## config.mk

```make
export PLATFORM = sky130hd
export DESIGN_NAME = fetch_queue_flat
export DESIGN_NICKNAME = d
export VERILOG_FILES = /design/src/rtl/fetch_queue_if.sv /design/src/rtl/fetch_queue.sv /design/src/flat_wrapper.sv
export SDC_FILE = /design/constraint.sdc
export NUM_CORES = 1
export LEC_CHECK = 0
export ABC_AREA = 1
export CORE_MARGIN = 2
export CORE_UTILIZATION = 55
export CTS_CLUSTER_DIAMETER = 50
export CTS_CLUSTER_SIZE = 28
export DETAILED_ROUTE_END_ITERATION = 6
export PLACE_DENSITY_LB_ADDON = 0.15
export SYNTH_ARGS = -nofsm -noshare
export SYNTH_HDL_FRONTEND = slang
export SYNTH_SLANG_ARGS = --single-unit
```

## constraint.sdc

```tcl
create_clock -name clock -period 3.25 [get_ports clock]
set_input_delay 0.65 -clock clock [delete_from_list [all_inputs] [get_ports clock]]
set_output_delay 0.65 -clock clock [all_outputs]
set_load 0.005 [all_outputs]
```

## src/rtl/fetch_queue_if.sv

```systemverilog
// rtl/fetch_queue_if.sv - instruction-cache request/response and instruction-head bundle for fetch_queue
interface fetch_queue_if;
    logic        memReq;
    logic [31:0] memAddr;
    logic        memGnt;
    logic        memValid;
    logic [31:0] memData;
    logic        instrValid;
    logic [31:0] instruction;
    logic [31:0] instrPC;
    logic        instrReady;

    modport master (
        output memReq, memAddr, instrValid, instruction, instrPC,
        input  memGnt, memValid, memData, instrReady
    );

    modport slave (
        input  memReq, memAddr, instrValid, instruction, instrPC,
        output memGnt, memValid, memData, instrReady
    );
endinterface

```

## src/rtl/fetch_queue.sv

```systemverilog
// rtl/fetch_queue.sv - single-outstanding instruction prefetch queue; FETCHQ_PERF_EN adds the fetchCount pop counter
// Flush discards queued entries and turns an in-flight fetch into a drained one.
module fetch_queue #(
    parameter int unsigned DEPTH    = 4,
    parameter logic [31:0] RESET_PC = 32'h0
) (
    input  logic          clock,
    input  logic          resetN,
    input  logic          flush,
    input  logic [31:0]   flushTarget,
    fetch_queue_if.master bus
`ifdef FETCHQ_PERF_EN
    ,
    output logic [15:0]   fetchCount
`endif
);

    localparam int unsigned   PW   = $clog2(DEPTH);
    localparam int unsigned   CW   = PW + 1;
    localparam logic [CW-1:0] FULL = CW'(DEPTH);

    typedef enum logic [1:0] {
        S_FETCH = 2'd0,
        S_WAIT  = 2'd1,
        S_DRAIN = 2'd2
    } state_e;

    state_e        state_q;
    logic [31:0]   fetch_pc_q;
    logic [31:0]   wait_pc_q;
    logic          mem_req_q;
    logic [PW-1:0] wr_ptr_q;
    logic [PW-1:0] rd_ptr_q;
    logic [CW-1:0] count_q;
    logic [CW-1:0] count_d;
    logic [31:0]   data_q [DEPTH];
    logic [31:0]   pc_q   [DEPTH];

    logic grant;
    logic push;
    logic pop;
    logic next_fetch;

    // memReq is only ever registered high while in FETCH, so a grant implies FETCH.
    assign grant = mem_req_q & bus.memGnt;
    assign push  = (state_q == S_WAIT) & bus.memValid & ~flush;
    assign pop   = (count_q != '0) & bus.instrReady & ~flush;

    // FETCH is left only by a grant; WAIT and DRAIN return to FETCH on any response.
    assign next_fetch = (state_q == S_FETCH) ? ~grant : bus.memValid;

    always_comb begin
        count_d = count_q;
        if (flush) begin
            count_d = '0;
        end else if (push && !pop) begin
            count_d = count_q + CW'(1);
        end else if (pop && !push) begin
            count_d = count_q - CW'(1);
        end
    end

    always_ff @(posedge clock or negedge resetN) begin
        if (!resetN) begin
            state_q    <= S_FETCH;
            fetch_pc_q <= RESET_PC & ~32'h3;
            wait_pc_q  <= '0;
            mem_req_q  <= 1'b0;
        end else begin
            mem_req_q <= next_fetch & (count_d < FULL);
            case (state_q)
                S_FETCH: begin
                    if (grant) begin
                        state_q    <= flush ? S_DRAIN : S_WAIT;
                        wait_pc_q  <= fetch_pc_q;
                        fetch_pc_q <= fetch_pc_q + 32'd4;
                    end
                end
                S_WAIT: begin
                    if (bus.memValid) begin
                        state_q <= S_FETCH;
                    end else if (flush) begin
                        state_q <= S_DRAIN;
                    end
                end
                S_DRAIN: begin
                    if (bus.memValid) begin
                        state_q <= S_FETCH;
                    end
                end
                default: state_q <= S_FETCH;
            endcase
            if (flush) begin
                fetch_pc_q <= {flushTarget[31:2], 2'b00};
            end
        end
    end

    always_ff @(posedge clock or negedge resetN) begin
        if (!resetN) begin
            wr_ptr_q <= '0;
            rd_ptr_q <= '0;
            count_q  <= '0;
            for (int i = 0; i < DEPTH; i++) begin
                data_q[i] <= '0;
                pc_q[i]   <= '0;
            end
        end else if (flush) begin
            wr_ptr_q <= '0;
            rd_ptr_q <= '0;
            count_q  <= '0;
        end else begin
            if (push) begin
                data_q[wr_ptr_q] <= bus.memData;
                pc_q[wr_ptr_q]   <= wait_pc_q;
                wr_ptr_q         <= wr_ptr_q + PW'(1);
            end
            if (pop) begin
                rd_ptr_q <= rd_ptr_q + PW'(1);
            end
            count_q <= count_d;
        end
    end

    assign bus.memReq      = mem_req_q;
    assign bus.memAddr     = fetch_pc_q;
    assign bus.instrValid  = (count_q != '0);
    assign bus.instruction = data_q[rd_ptr_q];
    assign bus.instrPC     = pc_q[rd_ptr_q];

`ifdef FETCHQ_PERF_EN
    logic [15:0] fetch_count_q;

    always_ff @(posedge clock or negedge resetN) begin
        if (!resetN) begin
            fetch_count_q <= '0;
        end else if (pop && (fetch_count_q != 16'hFFFF)) begin
            fetch_count_q <= fetch_count_q + 16'd1;
        end
    end

    assign fetchCount = fetch_count_q;
`endif

endmodule

```

## src/flat_wrapper.sv

```systemverilog
// flat-port wrapper written by rule: the top's interface ports become plain ports
module fetch_queue_flat 
#(
    parameter int unsigned DEPTH    = 4,
    parameter logic [31:0] RESET_PC = 32'h0
)
  (clock, resetN, flush, flushTarget, bus_memReq, bus_memAddr, bus_instrValid, bus_instruction, bus_instrPC, bus_memGnt, bus_memValid, bus_memData, bus_instrReady);
  fetch_queue_if bus_i ();
  input  logic clock;
  input  logic resetN;
  input  logic flush;
  input  logic [31:0] flushTarget;
  output wire logic [$bits(bus_i.memReq)-1:0] bus_memReq;
  output wire logic [$bits(bus_i.memAddr)-1:0] bus_memAddr;
  output wire logic [$bits(bus_i.instrValid)-1:0] bus_instrValid;
  output wire logic [$bits(bus_i.instruction)-1:0] bus_instruction;
  output wire logic [$bits(bus_i.instrPC)-1:0] bus_instrPC;
  input wire logic [$bits(bus_i.memGnt)-1:0] bus_memGnt;
  input wire logic [$bits(bus_i.memValid)-1:0] bus_memValid;
  input wire logic [$bits(bus_i.memData)-1:0] bus_memData;
  input wire logic [$bits(bus_i.instrReady)-1:0] bus_instrReady;
  assign bus_memReq = bus_i.memReq;
  assign bus_memAddr = bus_i.memAddr;
  assign bus_instrValid = bus_i.instrValid;
  assign bus_instruction = bus_i.instruction;
  assign bus_instrPC = bus_i.instrPC;
  assign bus_i.memGnt = bus_memGnt;
  assign bus_i.memValid = bus_memValid;
  assign bus_i.memData = bus_memData;
  assign bus_i.instrReady = bus_instrReady;
  fetch_queue #(.DEPTH(DEPTH), .RESET_PC(RESET_PC)) u_core (.clock(clock), .resetN(resetN), .flush(flush), .flushTarget(flushTarget), .bus(bus_i));
endmodule
```

==> qor.yml, run 1 <==
outcome:
  status: "complete, no violations"
drt:
  drt-pass1-iter-count: 6
  wire_per_inst_um: 15.9
  via_per_inst: 5.53
  drt_wl_total_um: 35000
  drc: 0
  detailroute.via_count: 12100
  ant_nets: 0
  dr.first_iter.drc_count: 1113
worst_setup_path:
  rr_worst_depth: 7
  worstPathRequired_ns: 2.60
  critPathMaxFanout: 54
  worstReg2RegStart: "u_core.bus.memAddr[2]"
  rr_endpoint: "u_core.bus.memAddr[23]"
  arrival_ns: 2.49
  start_kind: "register"
  rrSetupSlack_ns: 1.49
  cp-end-kind: "output port"
  criticalPathCategory: "reg -> out"
  cp-startpoint: "u_core.rd_ptr_q[0]"
layout:
  final_cells: 2195
  area_growth_pct: 21.0
  final_nets: 1912
  final_common_cell: "nand2_1"
  antenna_cells: 0
  drive_above_1_share_pct: 6.88
  final_cell_mix: "nand2_1, dfrtp_1, o21ai_1"
cts:
  clk_pin_slew_worst_paths_ns: 0.06
  cts.sinks: 318
  clkLatencyLatePin_ns: 0.51
  clock-root-buffer: "clkbuf_16"
  post_cts.repair.setup_buffers: 0
  cts_buffer_depth: 3
  cts_tree: "done"
  h-tree-depth: 2
  cts_buffers: 35
timing:
  tightest_slew_ns: 0.660
  slew_viol_final: 0
  fin_crit_sh_pct: 96.5
  slew_headroom_pct: 56.0
  fmax_mhz: 319
  finalClockSkew_ns: 0.0143
  report.final.setup_viol: 0
  tns_ns: 0
  final.min_clock_period_ns: 3.14
  rsz0062_at_grt: "no"
  hold_violations: 0
placed_design:
  place_inst: 2132
  place_hpwl_um: 22100
  placement.io_buffers: 161
  gp_congestion: 0.887
floorplanning:
  initial_core_util_pct: 55.8
  boundaryPins: 168
  fp.dieH_um: 166
  dieArea_um2: 27700
  fp-row-count: 59
  die_x_um: 166
  coreArea_um2: 26000
pwr:
  ir_drop_mv: 0.541
  p_leak_nw: 8.11
  powerDensity_nw_per_um2: 753
yosys:
  netlist_area_um2: 14500
  yosysSeqAreaShare_pct: 54.9
  synth.distinct_cells: 33
  synth-seq-cells: 318
  syn_avg_cell_area_um2: 8.50
  syn_inst: 1706
  yosysWarningCount: 0
grt:
  overflow: 0
  grt_pass1_wl_um: 58800
  grt_pass1_vias: 11800
  grt_usage_pct: 25.6
  grt_max_degree: 125
  grt_antenna_before_repair: 0
hold_path:
  min_path_type: "in -> async"
run:
  cap_violations: 0
## where the power goes
group	total, mW	leakage (nW)	switching [mW]	internal [mW]
registers	5.14	4.27	0.484	4.66
logic	4.03	3.26	2.12	1.91
clock network	4.05	0.590	1.72	2.33
total	13.2	8.11	4.33	8.89
## cells by family (layout without fill, tap and decap cells)
| family | Yosys count | in the layout | synth area share, % |
|---|---|---|---|
| buf+inv | 225 | 376 | 7.60 |
| fa+ha+maj | 8 | 8 | 0.690 |
| xor+xnor | 11 | 11 | 0.665 |
| simple gates | 633 | 633 | 17.5 |
| compound gates | 510 | 510 | 18.6 |
| flops | 318 | 318 | 54.9 |
| other cells | 1 | 4 | 0.0259 |
## worst max-delay path, cell delays in order (launching register included)
cell,delay [ns]
dfrtp_4,0.43
buf_4,0.47
o21ai_0,0.18
o22ai_1,0.31
clkdlybuf4s50_1,0.57
## registers in the layout (all words and copies together) (netlist names)
signal and count:
u_core.bus.memAddr 30, u_core.bus.memReq 1, u_core.count_q 3, u_core.data_q 128, u_core.pc_q 120, u_core.rd_ptr_q 2, u_core.state_q 2, u_core.wait_pc_q 30
u_core.wr_ptr_q 2
## through the flow
stage	hold slack, ns	cell area [um2]	power, mW	utilization (%)	setup slack, ns
floorplan	0.354	14500	7.20	-	1.44
global placement	0.460	16300	9.13	62.8	0.533
detailed placement	0.467	16300	9.22	62.8	0.499
CTS	0.170	17500	13.3	67.5	0.107
global route	0.186	17500	14.1	67.5	0.0278
finish	0.147	17500	13.2	67.5	0.114
## metal layers
layer	global-route usage (%)	part of all wire [%]	vias to the layer above
met1	36.7	46	5792
met5	0	0	-
met3	3.17	6.1	61
met4	7.98	2.2	0
li1	-	-	5879
met2	41.1	46	415
## area by class of cell
cell class	instances	area [um2]
sequential	318	7960
clock inverter	21	224
tap	335	419
clock buffer	42	985
multi-input combinational	1166	5450
inverter	115	437
fill	2184	8450
timing repair buffer	198	2060
## cell usage after synthesis (all sizes together)
library cell  instances  share of area (%)
buf                  54                3.2
nand3                44                1.7
a21oi                 9               0.31
o21bai                6               0.31
nor3                  2              0.069
o22ai                62                2.7
inv                 114                3.0
o31ai                 1              0.052
and2                  1              0.043
o21ai               425                 15
conb                  1              0.026
xnor2                 2               0.12
o221ai                2               0.12
ha                    8               0.69
clkbuf               56                1.4
dfrtp               318                 55
nand4                 2              0.086
nor2                177                4.8
nand3b                1              0.052
xor2                  9               0.54
o211ai                5               0.26
nand2               406                 11
clkinv                1              0.026
## worst max-delay path by stage
stage | end | slack (ns) | cells after the start
6_report | bus_instrPC[17] | 0.11 | 4
5_1_grt | bus_instrPC[24] | 0.03 | 4
4_1_cts | bus_instruction[12] | 0.11 | 6
3_5_place_dp | bus_instrPC[15] | 0.50 | 4
3_3_place_gp | bus_instrPC[15] | 0.53 | 4
2_1_floorplan | bus_instrPC[12] | 1.44 | 6
## timing repair
| action | CTS | global route |
|---|---|---|
| resized for setup | 1 | 1 |
| endpoints found under the setup margin | 1 | 2 |
| hold buffers | 0 | 0 |
Note: power is estimated with default switching activity, not from simulation.
==> run 2: changes to the inputs <==
--- a/config.mk
+++ b/config.mk
@@ -8,6 +8,7 @@
 export ABC_AREA = 1
 export CORE_MARGIN = 2
 export CORE_UTILIZATION = 55
+export CTS_BUF_LIST = sky130_fd_sc_hd__clkbuf_4 sky130_fd_sc_hd__clkbuf_8 sky130_fd_sc_hd__clkbuf_16
 export CTS_CLUSTER_DIAMETER = 50
 export CTS_CLUSTER_SIZE = 28
 export DETAILED_ROUTE_END_ITERATION = 6
==> qor.yml, run 2 (synthesized netlist as in run 1, its figures left out) <==
timing:
  report.final.setup_viol: 0
  tightest_slew_ns: 0.656
  hold_ws_ns: 0.145
  fin_crit_sh_pct: 95.5
  slew_headroom_pct: 56.3
  final.min_clock_period_ns: 3.11
  fmax_mhz: 322
  finalClockSkew_ns: 0.0167
  hold_violations: 0
  rsz0062_at_grt: "no"
  slew_viol_final: 0
  tns_ns: 0
layout:
  area_growth_pct: 21.0
  final_nets: 1912
  ff_latch_area_um2: 7960
  largest_reg_flops: 128
  antenna_cells: 0
  final_common_cell: "nand2_1"
  final_cell_mix: "nand2_1, dfrtp_1, o21ai_1"
  fillCellCount: 2183
  reg_top3: "u_core.data_q x128, u_core.pc_q x120"
  multi_input_area_um2: 5450
  drive_above_1_share_pct: 6.94
  max_flop_register: "u_core.data_q"
cts:
  clk_pin_slew_worst_paths_ns: 0.06
  cts_tree: "done"
  cts_buffers: 35
  clock-root-buffer: "clkbuf_16"
  clkLatencyLatePin_ns: 0.51
  h-tree-depth: 2
  cts.sinks: 318
  cts_buffer_depth: 3
worst_setup_path:
  cp-startpoint: "u_core.rd_ptr_q[0]"
  arrival_ns: 2.46
  worstReg2RegStart: "u_core.bus.memAddr[4]"
  start_kind: "register"
  criticalPathCategory: "reg -> out"
  critPathMaxFanout: 54
  worstPathRequired_ns: 2.60
  cp-end-kind: "output port"
  rr_worst_depth: 7
placed_design:
  gp_congestion: 0.887
  place_hpwl_um: 22100
  placement.io_buffers: 161
drt:
  drt-pass1-iter-count: 5
  dr.first_iter.drc_count: 1042
  ant_nets: 0
  detailroute.via_count: 12100
  wire_per_inst_um: 15.9
  drc: 0
  via_per_inst: 5.53
  drt_wl_total_um: 35000
grt:
  grt_usage_pct: 25.6
  grt_antenna_before_repair: 0
  grt_pass1_vias: 11800
  grt_max_degree: 125
  overflow: 0
  grt_pass1_wl_um: 58800
floorplanning:
  fp.dieH_um: 166
  die_x_um: 166
  initial_core_util_pct: 55.8
  fp-row-count: 59
  dieArea_um2: 27700
  boundaryPins: 168
  coreArea_um2: 26000
hold_path:
  min_path_type: "in -> async"
pwr:
  ir_drop_mv: 0.540
  p_leak_nw: 8.12
  power_mw: 13.2
  powerDensity_nw_per_um2: 754
outcome:
  status: "complete, no violations"
run:
  cap_violations: 0
## run 2: cell count changes in the layout (fill, tap and decap cells not counted)
cell and change:
clkbuf_1 -1, clkbuf_4 +1
## run 2: worst paths after layout
kind / end / slack (ns)
worst max-delay path: bus_instrPC[17] / 0.14
worst min-delay path: u_core.data_q[26] / 0.14
worst max register to register: u_core.bus.memAddr[23] / 1.48
worst min register to register: u_core.pc_q[37] / 0.48
max in group asynchronous: u_core.pc_q[103] / 2.17
min in group clock: u_core.pc_q[37] / 0.48
## run 2: area by class of cell
| cell class | instances | area share [%] |
|---|---|---|
| clock buffers | 42 | 5.63 |
| clock inverters | 21 | 1.28 |
| inverters | 115 | 2.49 |
| multi-input cells | 1166 | 31.1 |
| flip-flops and latches | 318 | 45.4 |
| well taps | 335 | 2.39 |
| repair buffers | 198 | 11.7 |
## run 2: repair_timing
item / CTS / global route
setup endpoints to repair: 1 / 2
hold endpoints to repair: 0 / 0
gates resized for setup: 1 / 1
hold buffers: 0 / 0
setup buffers: 0 / 0
## run 2: critical path, cell delays in order, from the launching register on
cell	delay (ns)
dfrtp_4	0.43
buf_4	0.47
o21ai_0	0.18
o22ai_1	0.28
clkdlybuf4s50_1	0.56
## run 2: report_power, final
group | leakage (nW) | switching, mW | internal (mW)
clock | 0.594 | 1.72 | 2.34
combinational | 3.26 | 2.12 | 1.91
sequential | 4.27 | 0.483 | 4.66
## run 2: through the flow
step                      worst slack [ns]  util (%)  cell area (um2)  instances
after global routing                0.0278      67.5            17500       2195
after detailed placement             0.499      62.8            16300       2132
final                                0.145      67.5            17500       2195
after global placement               0.533      62.8            16300       2132
after floorplan                       1.44         -            14500       1709
after CTS                            0.107      67.5            17500       2195
## run 2: metal layers
metal  share of wire, %  wire length [um]  track usage (%)
met5                  0                 0                0
met4                2.2               763             7.98
met3                5.7              1990             3.17
met2                 47             16300             41.1
met1                 45             15900             36.7
==> run 3: changes to the inputs <==
--- a/config.mk
+++ b/config.mk
@@ -6,6 +6,7 @@
 export NUM_CORES = 1
 export LEC_CHECK = 0
 export ABC_AREA = 1
+export CAP_MARGIN = 40
 export CORE_MARGIN = 2
 export CORE_UTILIZATION = 55
 export CTS_BUF_LIST = sky130_fd_sc_hd__clkbuf_4 sky130_fd_sc_hd__clkbuf_8 sky130_fd_sc_hd__clkbuf_16
==> results of run 3 <==
No change in the layout: final DEF, timing and power equal those of run 2.
